### src/rtl/axi_slave_arb_pkg.sv
// Shared types for the axi_slave memory arbiter: grant encoding and memory command struct.
package axi_slave_arb_pkg;

  localparam int ARB_AW = 32;
  localparam int ARB_DW = 32;
  localparam int ARB_SW = ARB_DW / 8;

  typedef enum logic [1:0] {GNT_NONE, GNT_WR, GNT_RD} arb_gnt_t;

  typedef struct packed {
    logic              we;
    logic [ARB_AW-1:0] addr;
    logic [ARB_DW-1:0] wdata;
    logic [ARB_SW-1:0] wstrb;
  } arb_cmd_t;

  // Round-robin partner: after a write the read side is favoured and vice versa.
  function automatic arb_gnt_t other_side(arb_gnt_t g);
    return (g == GNT_WR) ? GNT_RD : GNT_WR;
  endfunction

endpackage

### src/rtl/axi_slave_arb_retq.sv
// In-order read-return queue: synchronous FIFO with occupancy count.
// Push and pop in the same cycle are accepted even when the queue is full.
module axi_slave_arb_retq
  import axi_slave_arb_pkg::*;
#(
  parameter int DEPTH = 4,
  parameter int WIDTH = 32,
  parameter int CW    = $clog2(DEPTH + 1)
) (
  input  logic             clk,
  input  logic             rst_n,
  input  logic             push,
  input  logic [WIDTH-1:0] wdata,
  input  logic             pop,
  output logic [WIDTH-1:0] rdata,
  output logic             empty,
  output logic [CW-1:0]    count
);

  localparam int PW = (DEPTH > 1) ? $clog2(DEPTH) : 1;

  logic [WIDTH-1:0] mem [DEPTH];
  logic [PW-1:0]    wr_ptr;
  logic [PW-1:0]    rd_ptr;
  logic             do_push;
  logic             do_pop;

  function automatic logic [PW-1:0] next_ptr(logic [PW-1:0] p);
    return (p == PW'(DEPTH - 1)) ? '0 : p + 1'b1;
  endfunction

  assign empty   = (count == '0);
  assign do_pop  = pop && !empty;
  assign do_push = push && ((count != CW'(DEPTH)) || do_pop);
  assign rdata   = mem[rd_ptr];

  // Pointer and occupancy bookkeeping.
  always_ff @(posedge clk or negedge rst_n) begin
    if (!rst_n) begin
      wr_ptr <= '0;
      rd_ptr <= '0;
      count  <= '0;
    end else begin
      if (do_push) wr_ptr <= next_ptr(wr_ptr);
      if (do_pop)  rd_ptr <= next_ptr(rd_ptr);
      case ({do_push, do_pop})
        2'b10:   count <= count + 1'b1;
        2'b01:   count <= count - 1'b1;
        default: count <= count;
      endcase
    end
  end

  // Data storage needs no reset; only entries below count are ever read.
  always_ff @(posedge clk) begin
    if (do_push) mem[wr_ptr] <= wdata;
  end

endmodule

### src/rtl/axi_slave_mem_arb.sv
// Shares one single-ported memory command port between the axi_slave write and
// read packet channels: round-robin with grant lock, credit-limited reads and
// an in-order read-return queue.
// Optional build macro AXI_SLV_ARB_WR_BURST_EN: writes may win up to
// WR_BURST_MAX consecutive contested grants before yielding one to a read.
module axi_slave_mem_arb
  import axi_slave_arb_pkg::*;
#(
  parameter int  AW              = ARB_AW,
  parameter int  DW              = ARB_DW,
  parameter int  SW              = DW / 8,
  parameter int  MAX_OUTSTANDING = 4,
  parameter int  WR_BURST_MAX    = 4,
  localparam int CW              = $clog2(MAX_OUTSTANDING + 1)
) (
  input  logic          i_axi_aclk,
  input  logic          i_axi_aresetn,
  input  logic          i_wr_pkt_valid,
  output logic          o_wr_pkt_ready,
  input  logic [AW-1:0] i_wr_pkt_addr,
  input  logic [DW-1:0] i_wr_pkt_data,
  input  logic [SW-1:0] i_wr_pkt_strb,
  input  logic          i_rd_pkt_valid,
  output logic          o_rd_pkt_ready,
  input  logic [AW-1:0] i_rd_pkt_addr,
  output logic          o_rdret_pkt_valid,
  input  logic          i_rdret_pkt_ready,
  output logic [DW-1:0] o_rdret_pkt_data,
  output logic          o_mem_valid,
  input  logic          i_mem_ready,
  output logic          o_mem_we,
  output logic [AW-1:0] o_mem_addr,
  output logic [DW-1:0] o_mem_wdata,
  output logic [SW-1:0] o_mem_wstrb,
  input  logic          i_mem_rvalid,
  input  logic [DW-1:0] i_mem_rdata,
  output logic [CW-1:0] o_rd_outstanding,
  output logic          o_err
);

  localparam logic [CW-1:0] CREDITS_MAX = CW'(MAX_OUTSTANDING);

  if (MAX_OUTSTANDING < 1 || WR_BURST_MAX < 1) begin : g_param_check
    $error("axi_slave_mem_arb: MAX_OUTSTANDING and WR_BURST_MAX must be >= 1");
  end

  arb_gnt_t      gnt;
  arb_gnt_t      last_gnt;
  arb_gnt_t      lock_gnt;
  logic          lock;
  arb_cmd_t      cmd;
  logic [CW-1:0] credits;
  logic          wr_elig;
  logic          rd_elig;
  logic          wr_first;
  logic          mem_hs;
  logic          wr_hs;
  logic          rd_hs;
  logic          ret_hs;
  logic          rvalid_bad;
  logic          retq_push;
  logic          retq_empty;
  logic [CW-1:0] retq_count;

  assign wr_elig = i_wr_pkt_valid;
  assign rd_elig = i_rd_pkt_valid && (credits != '0);

`ifdef AXI_SLV_ARB_WR_BURST_EN
  localparam int BW = $clog2(WR_BURST_MAX + 1);
  logic [BW-1:0] burst_cnt;

  assign wr_first = (last_gnt == GNT_RD) || (burst_cnt < BW'(WR_BURST_MAX));

  // Counts consecutive write handshakes; a read grant or an idle write side restarts the burst.
  always_ff @(posedge i_axi_aclk or negedge i_axi_aresetn) begin
    if (!i_axi_aresetn) begin
      burst_cnt <= '0;
    end else if (!i_wr_pkt_valid || rd_hs) begin
      burst_cnt <= '0;
    end else if (wr_hs && (burst_cnt < BW'(WR_BURST_MAX))) begin
      burst_cnt <= burst_cnt + 1'b1;
    end
  end
`else
  assign wr_first = (other_side(last_gnt) == GNT_WR);
`endif

  // Grant selection; reset forces no grant so the command port is quiet while held in reset.
  always_comb begin
    gnt = GNT_NONE;
    if (!i_axi_aresetn) gnt = GNT_NONE;
    else if (lock) gnt = lock_gnt;
    else if (wr_elig && rd_elig) gnt = wr_first ? GNT_WR : GNT_RD;
    else if (wr_elig) gnt = GNT_WR;
    else if (rd_elig) gnt = GNT_RD;
  end

  // Steer the granted request onto the memory command port; reads carry zero data and strobes.
  always_comb begin
    cmd         = '0;
    o_mem_valid = 1'b0;
    case (gnt)
      GNT_WR: begin
        cmd.we      = 1'b1;
        cmd.addr    = i_wr_pkt_addr;
        cmd.wdata   = i_wr_pkt_data;
        cmd.wstrb   = i_wr_pkt_strb;
        o_mem_valid = i_wr_pkt_valid;
      end
      GNT_RD: begin
        cmd.addr    = i_rd_pkt_addr;
        o_mem_valid = i_rd_pkt_valid;
      end
      default: ;
    endcase
  end

  assign o_mem_we       = cmd.we;
  assign o_mem_addr     = cmd.addr;
  assign o_mem_wdata    = cmd.wdata;
  assign o_mem_wstrb    = cmd.wstrb;
  assign o_wr_pkt_ready = (gnt == GNT_WR) && i_mem_ready;
  assign o_rd_pkt_ready = (gnt == GNT_RD) && i_mem_ready;

  assign mem_hs = o_mem_valid && i_mem_ready;
  assign wr_hs  = mem_hs && (gnt == GNT_WR);
  assign rd_hs  = mem_hs && (gnt == GNT_RD);
  assign ret_hs = o_rdret_pkt_valid && i_rdret_pkt_ready;

  // Data returned with nothing outstanding, or into a full queue not draining this cycle, is dropped.
  assign rvalid_bad = i_mem_rvalid &&
                      ((credits == CREDITS_MAX) || ((retq_count == CREDITS_MAX) && !ret_hs));
  assign retq_push  = i_mem_rvalid && !rvalid_bad;

  // Grant lock holds a stalled command stable; last-grant advances on every accepted command.
  always_ff @(posedge i_axi_aclk or negedge i_axi_aresetn) begin
    if (!i_axi_aresetn) begin
      lock     <= 1'b0;
      lock_gnt <= GNT_NONE;
      last_gnt <= GNT_RD;
    end else begin
      if (o_mem_valid && !i_mem_ready) begin
        lock     <= 1'b1;
        lock_gnt <= gnt;
      end else begin
        lock <= 1'b0;
      end
      if (mem_hs) last_gnt <= gnt;
    end
  end

  // Read credits: consumed when a read is issued, returned when its data is delivered.
  always_ff @(posedge i_axi_aclk or negedge i_axi_aresetn) begin
    if (!i_axi_aresetn) begin
      credits <= CREDITS_MAX;
    end else begin
      case ({rd_hs, ret_hs})
        2'b10:   credits <= credits - 1'b1;
        2'b01:   credits <= credits + 1'b1;
        default: credits <= credits;
      endcase
    end
  end

  // Sticky protocol-error flag, cleared only by reset.
  always_ff @(posedge i_axi_aclk or negedge i_axi_aresetn) begin
    if (!i_axi_aresetn) o_err <= 1'b0;
    else if (rvalid_bad) o_err <= 1'b1;
  end

  assign o_rd_outstanding  = CREDITS_MAX - credits;
  assign o_rdret_pkt_valid = !retq_empty;

  axi_slave_arb_retq #(
    .DEPTH (MAX_OUTSTANDING),
    .WIDTH (DW),
    .CW    (CW)
  ) u_retq (
    .clk   (i_axi_aclk),
    .rst_n (i_axi_aresetn),
    .push  (retq_push),
    .wdata (i_mem_rdata),
    .pop   (ret_hs),
    .rdata (o_rdret_pkt_data),
    .empty (retq_empty),
    .count (retq_count)
  );

endmodule

### config.mk
export PLATFORM = sky130hd
export DESIGN_NAME = axi_slave_mem_arb
export DESIGN_NICKNAME = d
export VERILOG_FILES = /design/src/rtl/axi_slave_arb_pkg.sv /design/src/rtl/axi_slave_arb_retq.sv /design/src/rtl/axi_slave_mem_arb.sv
export SDC_FILE = /design/constraint.sdc
export NUM_CORES = 1
export LEC_CHECK = 0
export ABC_AREA = 1
export BUFFER_PORTS_ARGS = -buffer_cell sky130_fd_sc_hd__buf_2
export CAP_MARGIN = 10
export CORE_MARGIN = 2
export CORE_UTILIZATION = 45
export DETAILED_ROUTE_END_ITERATION = 8
export GPL_TIMING_DRIVEN = 0
export HOLD_SLACK_MARGIN = 0.15
export PLACE_DENSITY = 0.7
export SLEW_MARGIN = 20
export SYNTH_ARGS = -nofsm -noshare
export SYNTH_HDL_FRONTEND = slang
export SYNTH_SLANG_ARGS = --single-unit
### constraint.sdc
create_clock -name i_axi_aclk -period 8.1 [get_ports i_axi_aclk]
set_input_delay 0.81 -clock i_axi_aclk [delete_from_list [all_inputs] [get_ports i_axi_aclk]]
set_output_delay 0.81 -clock i_axi_aclk [all_outputs]
set_load 0.03 [all_outputs]
==> reports/summary.txt <==
DR vias/cell = 5.02
ys flop type = edfxtp_1
CTS Buffer Depth = 2
antenna diode count = 0
CTS H-tree depth = 4
CP endpoint kind = output pin
Max Slew Vio Count = 0
synthesized area per cell = 10.4 um^2
DRC errors left = 0
placed insts = 1055
critical path cell sequence = inv_1, ha_1, ha_1, nor2_1, nand2_1, nand3_1, nand2_1, inv_1, ha_1, clkbuf_1, clkbuf_1, a21oi_1, buf_2
IO Port Bufs = 247
Area after DPL = 8110 um^2
Max Fclk = 0.257 GHz
Logic pwr share = 41.2%
final-report setup violation count = 0
actual slew at the worst max-slew pin = 0.618 ns
CTS sink count = 144
Period minus WS final = 3.88 ns
Final Cycle Share = 47.9%
synthesized netlist cell count = 624
Yosys reg bits = 144
power share of the sequential group = 32.7%
Core Area = 14000 um^2
post-synthesis compound-gate area fraction = 11.4%
crit path capture = o_mem_addr[1]
DIE WIDTH = 124 um
Num CTS Buffers = 17
CP max stage delay = 0.43 ns
Reg-to-Reg Start = credits[1]
HPWL after detailed placement = 12.9 mm
Area Growth Syn to Fin = 34.2%
Clock Skew = 0.0112 ns
cts hold-fix bufs = 0
Internal = 1890 uW
Psw = 1280 uW
CP startpoint kind = flop
DRT antenna net count = 0
fillcell total = 1150
WS Path Type = reg2out
CP dominant cell by count = ha_1
Pleak = 0.00404 uW
top-count cell post-synth = nand2_1
Yosys top cell area share = 59.0%
initial antenna violation count = 0
# nets final = 1047
Cell Rows = 43
clk slew on worst S/H paths = 0.06 ns
die area = 15400 um^2
I/O Pins = 248
Die H = 124 um
worst vdd ir = 0.292 mV
drt pass-1 iters = 5
CP max-delay cell = dfrtp_1
Total GRT Usage = 23.2%
fin area = 8740 um^2
Final Util = 62.5%
initial core utilization = 46.5%
WP data required = 7.29 ns
Setup crit start = credits[0]
worst path arrival time = 3.07 ns
Post-synth EDFFs = 128
Yosys warning total = 0
RSZ-0062 raised after global routing = false
sequential share of the synthesized area = 65.2%
post-route insts no fill = 1087
Synth top cells by count = nand2_1, edfxtp_1, nor2_1, inv_1, o21ai_0
R2R setup slack = 4.85 ns
PD cells = 364 nW/um^2
top cells by area, synth = edfxtp_1, nand2_1, dfrtp_1
Synth Area in Adders = 2.92%
Clk pwr share = 26.1%
Iteration-0 DRC Markers = 514
Worst-Skew Late Latency = 0.42 ns
vias = 5453
Final Hold Fails = 0
slew margin rel. = 58.7%
Synth area leader = edfxtp_1
reg2reg path depth = 20
post-CTS setup buffer count = 0
Synth Area in XOR/XNOR = 0.538%
first-pass GRT wire length = 27.9 mm
CTS tree = done
MaxCap Viol Count = 0
mux share of post-synthesis cell area = 0%
Post-Syn Area = 6510 um^2
DR WL/cell = 16.7 um
worst min-delay path category = in2async
post-synthesis cell type count = 23
layout cells sized above 1 = 34.6%
post-synthesis simple-gate area fraction = 12.6%
critical path fanouts, max = 10
ys async rst share = 11.1%
vias in the first global route = 5208
run status = finished clean
Routed WL = 18.1 mm
largest net degree at the start of global routing = 24
final RePlAce weighted congestion = 0.890
remaining global-route overflow = 0
post-cts sizing count = 0
hold_ws = 0.312 ns
RR Endpoint = credits[2]
switching share of power = 40.4%
Fin Setup TNS = 0 ns
largest family of logic cells by synthesized area = simple AND/OR/NAND/NOR gates
root buffer cell = clkbuf_16
Mapped Nets = 777
## cells in the final DEF, fill, tap and decap left out, types with 6 or more instances in the layout
cell | Yosys | final
o22ai_1 | 32 | 32
inv_1 | 69 | 69
nor2_1 | 78 | 74
nand2_1 | 129 | 129
edfxtp_1 | 128 | 128
clkbuf_1 | 14 | 15
buf_6 | 6 | 6
o21ai_1 | 21 | 21
o21ai_0 | 50 | 50
dfrtp_1 | 14 | 14
nand3_1 | 6 | 6
clkbuf_16 | 0 | 17
buf_2 | 15 | 262
a21oi_1 | 36 | 36
ha_1 | 12 | 12
## cell type report
type                    instances  area [um^2]  share of cell area [%]
multi-input cells             373         1820                    20.8
inverters                      70          263                    3.01
repair buffers                251         1340                    15.3
clock inverters                14          205                    2.35
plain buffers                  37          210                    2.41
flip-flops and latches        144         4250                    48.6
clock buffers                  18          429                    4.91
well taps                     180          225                    2.58
## stage by stage
step | worst slack [ns] | total power, uW
3_5_place_dp | 4.37 | 2360
3_3_place_gp | 3.98 | 2310
6_report | 4.22 | 3180
4_1_cts | 4.23 | 3190
2_1_floorplan | 4.81 | 1910
5_1_grt | 3.97 | 3350
## registers in the layout, indices dropped and copies added (netlist names)
name           flops
o_err              1
u_retq.wr_ptr      2
lock_gnt           2
u_retq.count       3
lock               1
u_retq.mem       128
last_gnt           2
u_retq.rd_ptr      2
credits            3
## worst min path at each step
stage                           end  slack [ns]  cells past startpoint
floorplan               last_gnt[1]        0.45                      2
global placement              o_err        0.44                      1
detailed placement            o_err        0.44                      1
CTS                 u_retq.count[0]        0.32                      1
global route        u_retq.count[0]        0.33                      1
finish              u_retq.count[0]        0.31                      1
## routing by layer
metal,share of wire [%],track usage (%)
met5,0,0
met4,1.0,5.16
met3,8.3,6.96
met2,48,37.2
met1,43,31.4
## critical path: cells and delay by family, from the launching register on
| kind | cells | cell delay (ns) |
|---|---|---|
| fa+ha+maj | 3 | 0.64 |
| compound gates | 1 | 0.33 |
| flops | 1 | 0.43 |
| simple gates | 4 | 0.41 |
| buf+inv | 5 | 0.86 |
## power by group through the flow
stage | combinational [uW] | sequential (uW) | clock, uW
global route | 1430 | 1050 | 870
finish | 1310 | 1040 | 829
CTS | 1320 | 1040 | 834
detailed placement | 1310 | 1050 | 0
floorplan | 869 | 1040 | 0
global placement | 1250 | 1060 | 0
## kinds of logic after synthesis
kind of cell | Yosys count
buffers and inverters | 107
adder cells (fa/ha/maj) | 14
AND/OR/NAND/NOR | 215
flip-flops | 144
AO/OA/AOI/OAI | 140
XOR/XNOR | 4
Power figures use the tool's default switching activity.
